===== src/rtl/ysyx_25040129_lsu_pkg.sv =====
// rtl/ysyx_25040129_lsu_pkg.sv - load/store codes and LSU FSM states shared with memory and EXU
package ysyx_25040129_lsu_pkg;

  localparam logic [2:0] LD_NO     = 3'd0;
  localparam logic [2:0] LD_BYTE   = 3'd1;
  localparam logic [2:0] LD_HALF   = 3'd2;
  localparam logic [2:0] LD_WORD   = 3'd3;
  localparam logic [2:0] LD_BYTE_U = 3'd4;
  localparam logic [2:0] LD_HALF_U = 3'd5;

  localparam logic [1:0] ST_NO   = 2'd0;
  localparam logic [1:0] ST_BYTE = 2'd1;
  localparam logic [1:0] ST_HALF = 2'd2;
  localparam logic [1:0] ST_WORD = 2'd3;

  typedef enum logic [1:0] {
    LSU_IDLE = 2'd0,
    LSU_REQ  = 2'd1,
    LSU_WAIT = 2'd2,
    LSU_DONE = 2'd3
  } lsu_state_e;

  // Undefined load encodings collapse to NO so they behave like a plain ALU op.
  function automatic logic [2:0] norm_load(input logic [2:0] code);
    return (code > LD_HALF_U) ? LD_NO : code;
  endfunction

endpackage


===== src/rtl/ysyx_25040129_lsu_align.sv =====
// rtl/ysyx_25040129_lsu_align.sv - combinational alignment check for an access code
module ysyx_25040129_lsu_align
  import ysyx_25040129_lsu_pkg::*;
(
  input  logic [2:0] code,
  input  logic [1:0] addr,
  output logic       misalign
);

  // Store codes share the numbering of BYTE/HALF/WORD loads, so one decoder serves both.
  always_comb begin
    misalign = 1'b0;
    case (code)
      LD_HALF, LD_HALF_U: misalign = addr[0];
      LD_WORD:            misalign = |addr;
      default:            misalign = 1'b0;
    endcase
  end

endmodule


===== src/rtl/ysyx_25040129_lsu.sv =====
// rtl/ysyx_25040129_lsu.sv - single-outstanding load/store unit between EXU, memory and WBU
module ysyx_25040129_lsu
  import ysyx_25040129_lsu_pkg::*;
(
  input  logic        clk,
  input  logic        rst,
  input  logic        in_valid,
  output logic        in_ready,
  input  logic [2:0]  in_mem_read,
  input  logic [1:0]  in_mem_write,
  input  logic [31:0] in_addr,
  input  logic [31:0] in_wdata,
  input  logic [31:0] in_alu_result,
  input  logic [4:0]  in_rd,
  input  logic        in_reg_write,
  output logic        req_valid,
  input  logic        req_ready,
  input  logic        rsp_valid,
  output logic        rsp_ready,
  output logic [2:0]  mem_read,
  output logic [1:0]  mem_write,
  output logic [31:0] mem_addr,
  output logic [31:0] mem_write_data,
  input  logic [31:0] mem_read_data,
  output logic        out_valid,
  input  logic        out_ready,
  output logic [31:0] out_data,
  output logic [4:0]  out_rd,
  output logic        out_reg_write,
  output logic        out_misalign
);

  lsu_state_e  state_q, state_d;
  logic [2:0]  ld_code, eff_code, ld_q;
  logic [1:0]  st_code, st_q;
  logic        is_mem, in_misalign, accept;
  logic [31:0] addr_q, wdata_q, data_q;
  logic [4:0]  rd_q;
  logic        rw_q, mis_q;

  // A real load wins; the store field is then dropped to NO.
  assign ld_code  = norm_load(in_mem_read);
  assign st_code  = (ld_code != LD_NO) ? ST_NO : in_mem_write;
  assign eff_code = (ld_code != LD_NO) ? ld_code : {1'b0, st_code};
  assign is_mem   = (eff_code != LD_NO);
  assign accept   = in_valid && in_ready;

  ysyx_25040129_lsu_align u_align (
    .code     (eff_code),
    .addr     (in_addr[1:0]),
    .misalign (in_misalign)
  );

  always_ff @(posedge clk) begin
    if (rst) state_q <= LSU_IDLE;
    else     state_q <= state_d;
  end

  always_comb begin
    state_d = state_q;
    case (state_q)
      LSU_IDLE: if (accept) state_d = (!is_mem || in_misalign) ? LSU_DONE : LSU_REQ;
      LSU_REQ:  if (req_ready) state_d = LSU_WAIT;
      LSU_WAIT: if (rsp_valid) state_d = LSU_DONE;
      LSU_DONE: if (out_ready) state_d = LSU_IDLE;
      default:  state_d = LSU_IDLE;
    endcase
  end

  always_comb begin
    in_ready  = (state_q == LSU_IDLE);
    req_valid = (state_q == LSU_REQ);
    rsp_ready = (state_q == LSU_WAIT);
    out_valid = (state_q == LSU_DONE);
    mem_read  = (state_q == LSU_REQ) ? ld_q : LD_NO;
    mem_write = (state_q == LSU_REQ) ? st_q : ST_NO;
  end

  always_ff @(posedge clk) begin
    if (rst) begin
      ld_q    <= LD_NO;
      st_q    <= ST_NO;
      addr_q  <= 32'd0;
      wdata_q <= 32'd0;
      data_q  <= 32'd0;
      rd_q    <= 5'd0;
      rw_q    <= 1'b0;
      mis_q   <= 1'b0;
    end else if (accept) begin
      ld_q    <= ld_code;
      st_q    <= st_code;
      addr_q  <= in_addr;
      wdata_q <= in_wdata;
      rd_q    <= in_rd;
      mis_q   <= is_mem && in_misalign;
      data_q  <= is_mem ? 32'd0 : in_alu_result;
      // Stores and trapped accesses never write back.
      rw_q    <= in_reg_write && (!is_mem || (ld_code != LD_NO && !in_misalign));
    end else if (state_q == LSU_WAIT && rsp_valid && ld_q != LD_NO) begin
      data_q  <= mem_read_data;
    end
  end

  assign mem_addr       = addr_q;
  assign mem_write_data = wdata_q;
  assign out_data       = data_q;
  assign out_rd         = rd_q;
  assign out_reg_write  = rw_q;
  assign out_misalign   = mis_q;

endmodule


===== config.mk =====
export PLATFORM = sky130hd
export DESIGN_NAME = ysyx_25040129_lsu
export DESIGN_NICKNAME = d
export VERILOG_FILES = /design/src/rtl/ysyx_25040129_lsu_pkg.sv /design/src/rtl/ysyx_25040129_lsu_align.sv /design/src/rtl/ysyx_25040129_lsu.sv
export SDC_FILE = /design/constraint.sdc
export NUM_CORES = 1
export LEC_CHECK = 0
export CAP_MARGIN = 20
export CORE_UTILIZATION = 41
export CTS_BUF_LIST = sky130_fd_sc_hd__clkbuf_16
export DETAILED_ROUTE_END_ITERATION = 16
export GPL_TIMING_DRIVEN = 1
export PLACE_DENSITY = 0.95
export SLEW_MARGIN = 20
export SYNTH_ARGS = -nofsm -noshare
export SYNTH_HDL_FRONTEND = slang
export SYNTH_SLANG_ARGS = --single-unit

===== constraint.sdc =====
create_clock -name clk -period 3.2 [get_ports clk]
set_clock_uncertainty 0.05 [all_clocks]
set_input_delay 0.48 -clock clk [delete_from_list [all_inputs] [get_ports clk]]
set_output_delay 0.48 -clock clk [all_outputs]
set_load 0.05 [all_outputs]

==> flow_summary.json, run 1 <==
{
  "layout-drive-gt1-share_pct": 8.33,
  "met3_usage_pct": 6.62,
  "wirelength_um": 14200,
  "overflow": 0,
  "p_switching_w": 0.00250,
  "worstPathRequired_ns": 2.67,
  "critPathBufInv": 2,
  "r2r_cells": 6,
  "die-area_um2": 11300,
  "synth_warnings": 0,
  "p_total_w": 0.00564,
  "rows": 37,
  "async_flop_share_pct": 0,
  "finalCritPeriodShare_pct": 81.7,
  "grt_pass1_vias": 4423,
  "timing.rr.end": "state_q[1]",
  "relSlewSlack_pct": 45.8,
  "slew_viol_final": 0,
  "finalSetupViolCount": 0,
  "cts_max_path_buffers": 2,
  "grt.busiest_layer": "met2",
  "drc": 0,
  "grt_use_total_pct": 24.1,
  "cts_setup_buffers": 0,
  "ioPinCount": 257,
  "drt_iter0_markers": 293,
  "max_freq_ghz": 0.383,
  "crit_cells": 4,
  "chipHeight_um": 106,
  "crit_path_end_kind": "primary output",
  "finalSetupTns_ns": 0,
  "grtUsageMet1_pct": 27.5,
  "seqPwrFrac_pct": 31.7,
  "path_max_fanout": 7,
  "vias_per_cell": 5.05,
  "arrival_ns": 2.08,
  "hold_buffers": 0,
  "final_common_cell": "clkdlybuf4s50_1",
  "dp_hpwl_um": 10400,
  "worst_pin_slew_ns": 0.814,
  "antenna_found_initial": 0,
  "yosysSeqAreaShare_pct": 49.3,
  "syn-instance-count": 550,
  "post_drt_wl_per_cell_um": 15.3,
  "p_leak_nw": 2.63,
  "layout_min_cycle_time_ns": 2.61,
  "rsz0062_at_grt": "false",
  "area_growth_pct": 65.4,
  "crit_type": "reg -> out",
  "intPower_w": 0.00313,
  "outcome": "complete, no violations",
  "initial_core_util_pct": 42.7,
  "cts_resized": 0,
  "grt_pass1_wl_um": 21800,
  "r2r_slack_ns": 1.04,
  "mostFrequentLayoutCells": "255 x clkdlybuf4s50_1, 177 x nand2_1, 110 x dfxtp_1",
  "switching_share_pct": 44.4,
  "synth-edff-count": 0,
  "synth_area_um2": 4470,
  "coreArea_um2": 10500,
  "diodes": 0,
  "clk_pin_slew_ns": 0.07,
  "crit_end": "mem_read[1]",
  "num_vias": 4686,
  "multiInputGateArea_um2": 2090,
  "clock-root-buffer": "clkbuf_16",
  "io_buffers": 256,
  "rr_startpoint": "state_q[0]",
  "clk_latency_ns": 0.33,
  "numCtsBuffers": 9,
  "cts.htree.levels": 3,
  "syn-num-nets": 699,
  "critPathLaunch": "state_q[1]",
  "tritoncts": "done",
  "pwr-share-comb_pct": 50.4,
  "gr-usage-met2_pct": 42.1,
  "grt_max_degree": 70,
  "min_path_type": "reg -> reg",
  "worstPathCellList": "inv_1 -> ha_1 -> and2_1 -> clkdlybuf4s50_1",
  "critPathLaunchType": "flop",
  "fill_cells": 815,
  "powerDensity_nw_per_um2": 763,
  "ys_types": 35,
  "final_net_count": 936,
  "clock-sinks": 110,
  "slowest_delay_ns": 0.83,
  "hold_viol_final": 0,
  "place.gp.congestion": 0.787,
  "ys_ff_latch": 110,
  "hold_ws_ns": 0.403,
  "ir_drop_v": 0.000525,
  "ff_latch_area_um2": 2200,
  "die_x_um": 106,
  "pwr-share-clk_pct": 17.9,
  "synth_top_flop_cell": "dfxtp_1",
  "drv_cap": 0,
  "drtPass1Iterations": 4,
  "avgSynthCellArea_um2": 8.12,
  "crit_family": "buffers and inverters",
  "critical_path.slowest_cell": "clkdlybuf4s50_1",
  "final_antenna_net_count": 0
}
[metal layers]
layer | up-vias | share of wire, %
li1 | 2305 | -
met1 | 2147 | 40
met5 | - | 0
met3 | 28 | 7.9
met2 | 206 | 49
met4 | 0 | 2.9
[synth_stat cells, types with 2 or more instances]
cell,instances,area [µm²]
nor2b_1,3,18.8
ha_1,4,50.1
dfxtp_1,110,2200
a2bb2oi_1,2,17.5
buf_6,3,33.8
nand2_1,178,668
a211oi_1,3,22.5
a211oi_2,30,375
a21oi_1,73,365
nor2_1,40,150
o21ai_1,4,20.0
nand3b_1,2,15.0
and2_1,6,37.5
clkbuf_1,38,143
o21ai_0,31,155
inv_1,4,15.0
[stage by stage]
stage / cell area, µm² / std cells / util (%) / worst slack (ns)
after floorplan: 4470 / 550 / - / 1.07
after global placement: 7120 / 912 / 68.1 / 0.823
after detailed placement: 7120 / 912 / 68.1 / 0.743
after CTS: 7390 / 928 / 70.6 / 0.571
after global routing: 7390 / 928 / 70.6 / 0.506
final: 7390 / 928 / 70.6 / 0.587
[worst register-to-register path, stage by stage, from the launching register on]
cell	delay, ns
dfxtp_1	0.38
inv_1	0.08
ha_1	0.31
nor2b_1	0.18
a2111oi_2	0.58
o21ai_0	0.20
a221oi_1	0.30
[layout make-up]
| cell class | count | area share [%] |
|---|---|---|
| Tap cell | 136 | 2.30 |
| Sequential cell | 110 | 29.8 |
| Multi-Input combinational cell | 395 | 28.3 |
| Timing Repair Buffer | 267 | 35.8 |
| Clock buffer | 9 | 3.05 |
| Clock inverter | 7 | 0.576 |
| Inverter | 4 | 0.203 |
[worst min-delay path by stage]
stage	start	endpoint	slack (ns)	depth (start not counted)
2_1_floorplan	st_q[0]	st_q[0]	0.40	2
3_3_place_gp	mem_write_data[27]	mem_write_data[27]	0.39	2
3_5_place_dp	out_rd[2]	out_rd[2]	0.40	2
4_1_cts	mem_addr[3]	mem_addr[3]	0.41	2
5_1_grt	mem_write_data[6]	mem_write_data[6]	0.42	2
6_report	mem_addr[8]	mem_addr[8]	0.40	2
[flip-flops by register name (all words and copies together) (netlist names)]
name	flops
st_q	2
mem_addr	32
state_q	2
ld_q	3
out_data	32
out_reg_write	1
out_rd	5
mem_write_data	32
out_misalign	1
[cells by family after synthesis]
kind of cell,share of synthesized area [%]
compound gates,23.7
simple gates,21.6
flops,49.3
buf+inv,4.28
fa+ha+maj,1.12
[power by group through the flow]
| stage | Clock [W] | Sequential (W) | Combinational, W |
|---|---|---|---|
| final | 0.00101 | 0.00179 | 0.00284 |
| after global routing | 0.00110 | 0.00182 | 0.00301 |
| after CTS | 0.00104 | 0.00179 | 0.00284 |
| after detailed placement | 0 | 0.00182 | 0.00284 |
| after global placement | 0 | 0.00180 | 0.00279 |
| after floorplan | 0 | 0.00266 | 0.00101 |
Note: power is estimated with default switching activity, not from simulation.
==> run 2: changes to the inputs <==
Settings changed: CORE_UTILIZATION 41 to 34, PLACE_DENSITY 0.95 to 0.88.
Clock period 3.2 ns to 2.1 ns, I/O delays scaled along.
==> run 2 against run 1 <==
Effect of this change: largest power group unchanged; wire length rose by 1.0%; count of clock-buffer cells in the layout did not move; die area is 20% higher; largest cell class unchanged; worst hold slack better by 0.00089 ns; first-iteration DRC count decreased by 22%; clock power grew 67%; via count decreased by 1.6%; global-route usage is 3.5 points lower.
==> flow_summary.json, run 2 (synthesis results as in run 1) <==
{
  "numCtsBuffers": 9,
  "timing.rr.end": "state_q[1]",
  "hold_ws_ns": 0.404,
  "io_buffers": 256,
  "antenna_found_initial": 0,
  "ir_drop_v": 0.000599,
  "place.gp.congestion": 0.754,
  "arrival_ns": 2.11,
  "powerDensity_nw_per_um2": 1160,
  "relSlewSlack_pct": 55.6,
  "r2r_cells": 7,
  "worstPathRequired_ns": 2.30,
  "hold_viol_final": 0,
  "final_common_cell": "clkdlybuf4s50_1",
  "hold_buffers": 0,
  "initial_core_util_pct": 35.1,
  "wirelength_um": 14300,
  "crit_path_end_kind": "flop",
  "rsz0062_at_grt": "false",
  "path_max_fanout": 7,
  "slew_viol_final": 0,
  "grt_pass1_vias": 4405,
  "diodes": 0,
  "cts_max_path_buffers": 2,
  "tritoncts": "done",
  "rows": 41,
  "final_antenna_net_count": 0,
  "critPathLaunchType": "flop",
  "dp_slack_ns": -0.0278,
  "final_net_count": 945,
  "drt_iter0_markers": 230,
  "vias_per_cell": 4.74,
  "clk_pin_slew_ns": 0.07,
  "rr_startpoint": "state_q[0]",
  "finalCritPeriodShare_pct": 91.0,
  "clock-sinks": 110,
  "post_drt_wl_per_cell_um": 14.7,
  "coreArea_um2": 12700,
  "r2r_slack_ns": 0.19,
  "crit_type": "reg -> reg",
  "drtPass1Iterations": 4,
  "clock-root-buffer": "clkbuf_16",
  "critPathLaunch": "state_q[0]",
  "outcome": "complete, no violations",
  "drc": 0,
  "overflow": 0,
  "die_x_um": 117,
  "layout_min_cycle_time_ns": 1.91,
  "cts.htree.levels": 3,
  "crit_end": "state_q[1]",
  "cts_resized": 0,
  "die-area_um2": 13600,
  "dp_hpwl_um": 10600,
  "layout-drive-gt1-share_pct": 10.5,
  "p_leak_nw": 2.74,
  "area_growth_pct": 70.8,
  "chipHeight_um": 117,
  "max_freq_ghz": 0.523,
  "clk_latency_ns": 0.34,
  "grt_max_degree": 68,
  "mostFrequentLayoutCells": "246 x clkdlybuf4s50_1, 177 x nand2_1, 110 x dfxtp_1",
  "num_vias": 4610,
  "fin_ws_ns": 0.189,
  "ioPinCount": 257,
  "drv_cap": 0,
  "grt_use_total_pct": 20.5,
  "finalSetupViolCount": 0,
  "cts_setup_buffers": 0,
  "grt_pass1_wl_um": 21700,
  "worst_pin_slew_ns": 0.665,
  "min_path_type": "reg -> reg"
}
## run 2: final cells by class
class | instances | area [µm²]
Clock buffer | 9 | 225
Clock inverter | 7 | 63.8
Fill cell | 1134 | 5090
Inverter | 4 | 15.0
Multi-Input combinational cell | 395 | 2100
Sequential cell | 110 | 2200
Tap cell | 172 | 215
Timing Repair Buffer | 276 | 2810
## run 2: worst min path at each step
stage	from	endpoint	slack (ns)	depth (start not counted)
2_1_floorplan	st_q[0]	st_q[0]	0.40	2
3_3_place_gp	mem_addr[9]	mem_addr[9]	0.39	2
3_5_place_dp	mem_addr[30]	mem_addr[30]	0.40	2
4_1_cts	rst	ld_q[1]	0.40	2
5_1_grt	mem_addr[0]	mem_addr[0]	0.42	2
6_report	mem_addr[15]	mem_addr[15]	0.40	2
## run 2: through the flow
step | utilization [%] | setup TNS, ns | instances | total power (W) | cell area [µm²]
global placement | 57.7 | 0 | 957 | 0.00714 | 7340
detailed placement | 57.7 | -0.0687 | 957 | 0.00720 | 7340
CTS | 60.0 | 0 | 973 | 0.00891 | 7630
floorplan | - | 0 | 550 | 0.00560 | 4470
global route | 60.0 | 0 | 973 | 0.00932 | 7630
finish | 60.0 | 0 | 973 | 0.00882 | 7630
## run 2: metal layers
metal	global-route usage, %	wire [µm]
met1	24.0	6020
met2	34.5	6570
met3	6.75	1370
met4	8.78	374
met5	0	0
## run 2: critical path: stages (launching register included)
cell       delay (ns)
dfxtp_1          0.38
inv_1            0.08
ha_2             0.25
nor2b_1          0.16
a2111oi_2        0.32
buf_4            0.19
o21ai_0          0.10
a221oi_1         0.27
## run 2: where the power goes
group	switching [W]	internal (W)
clock	0.000771	0.000919
combinational	0.00285	0.00156
sequential	0.000215	0.00250
==> run 3: changes to the inputs <==
Settings changed: GPL_ROUTABILITY_DRIVEN set to 0.
==> results of run 3 <==
Final layout, timing and power as in run 2 (identical DEF).
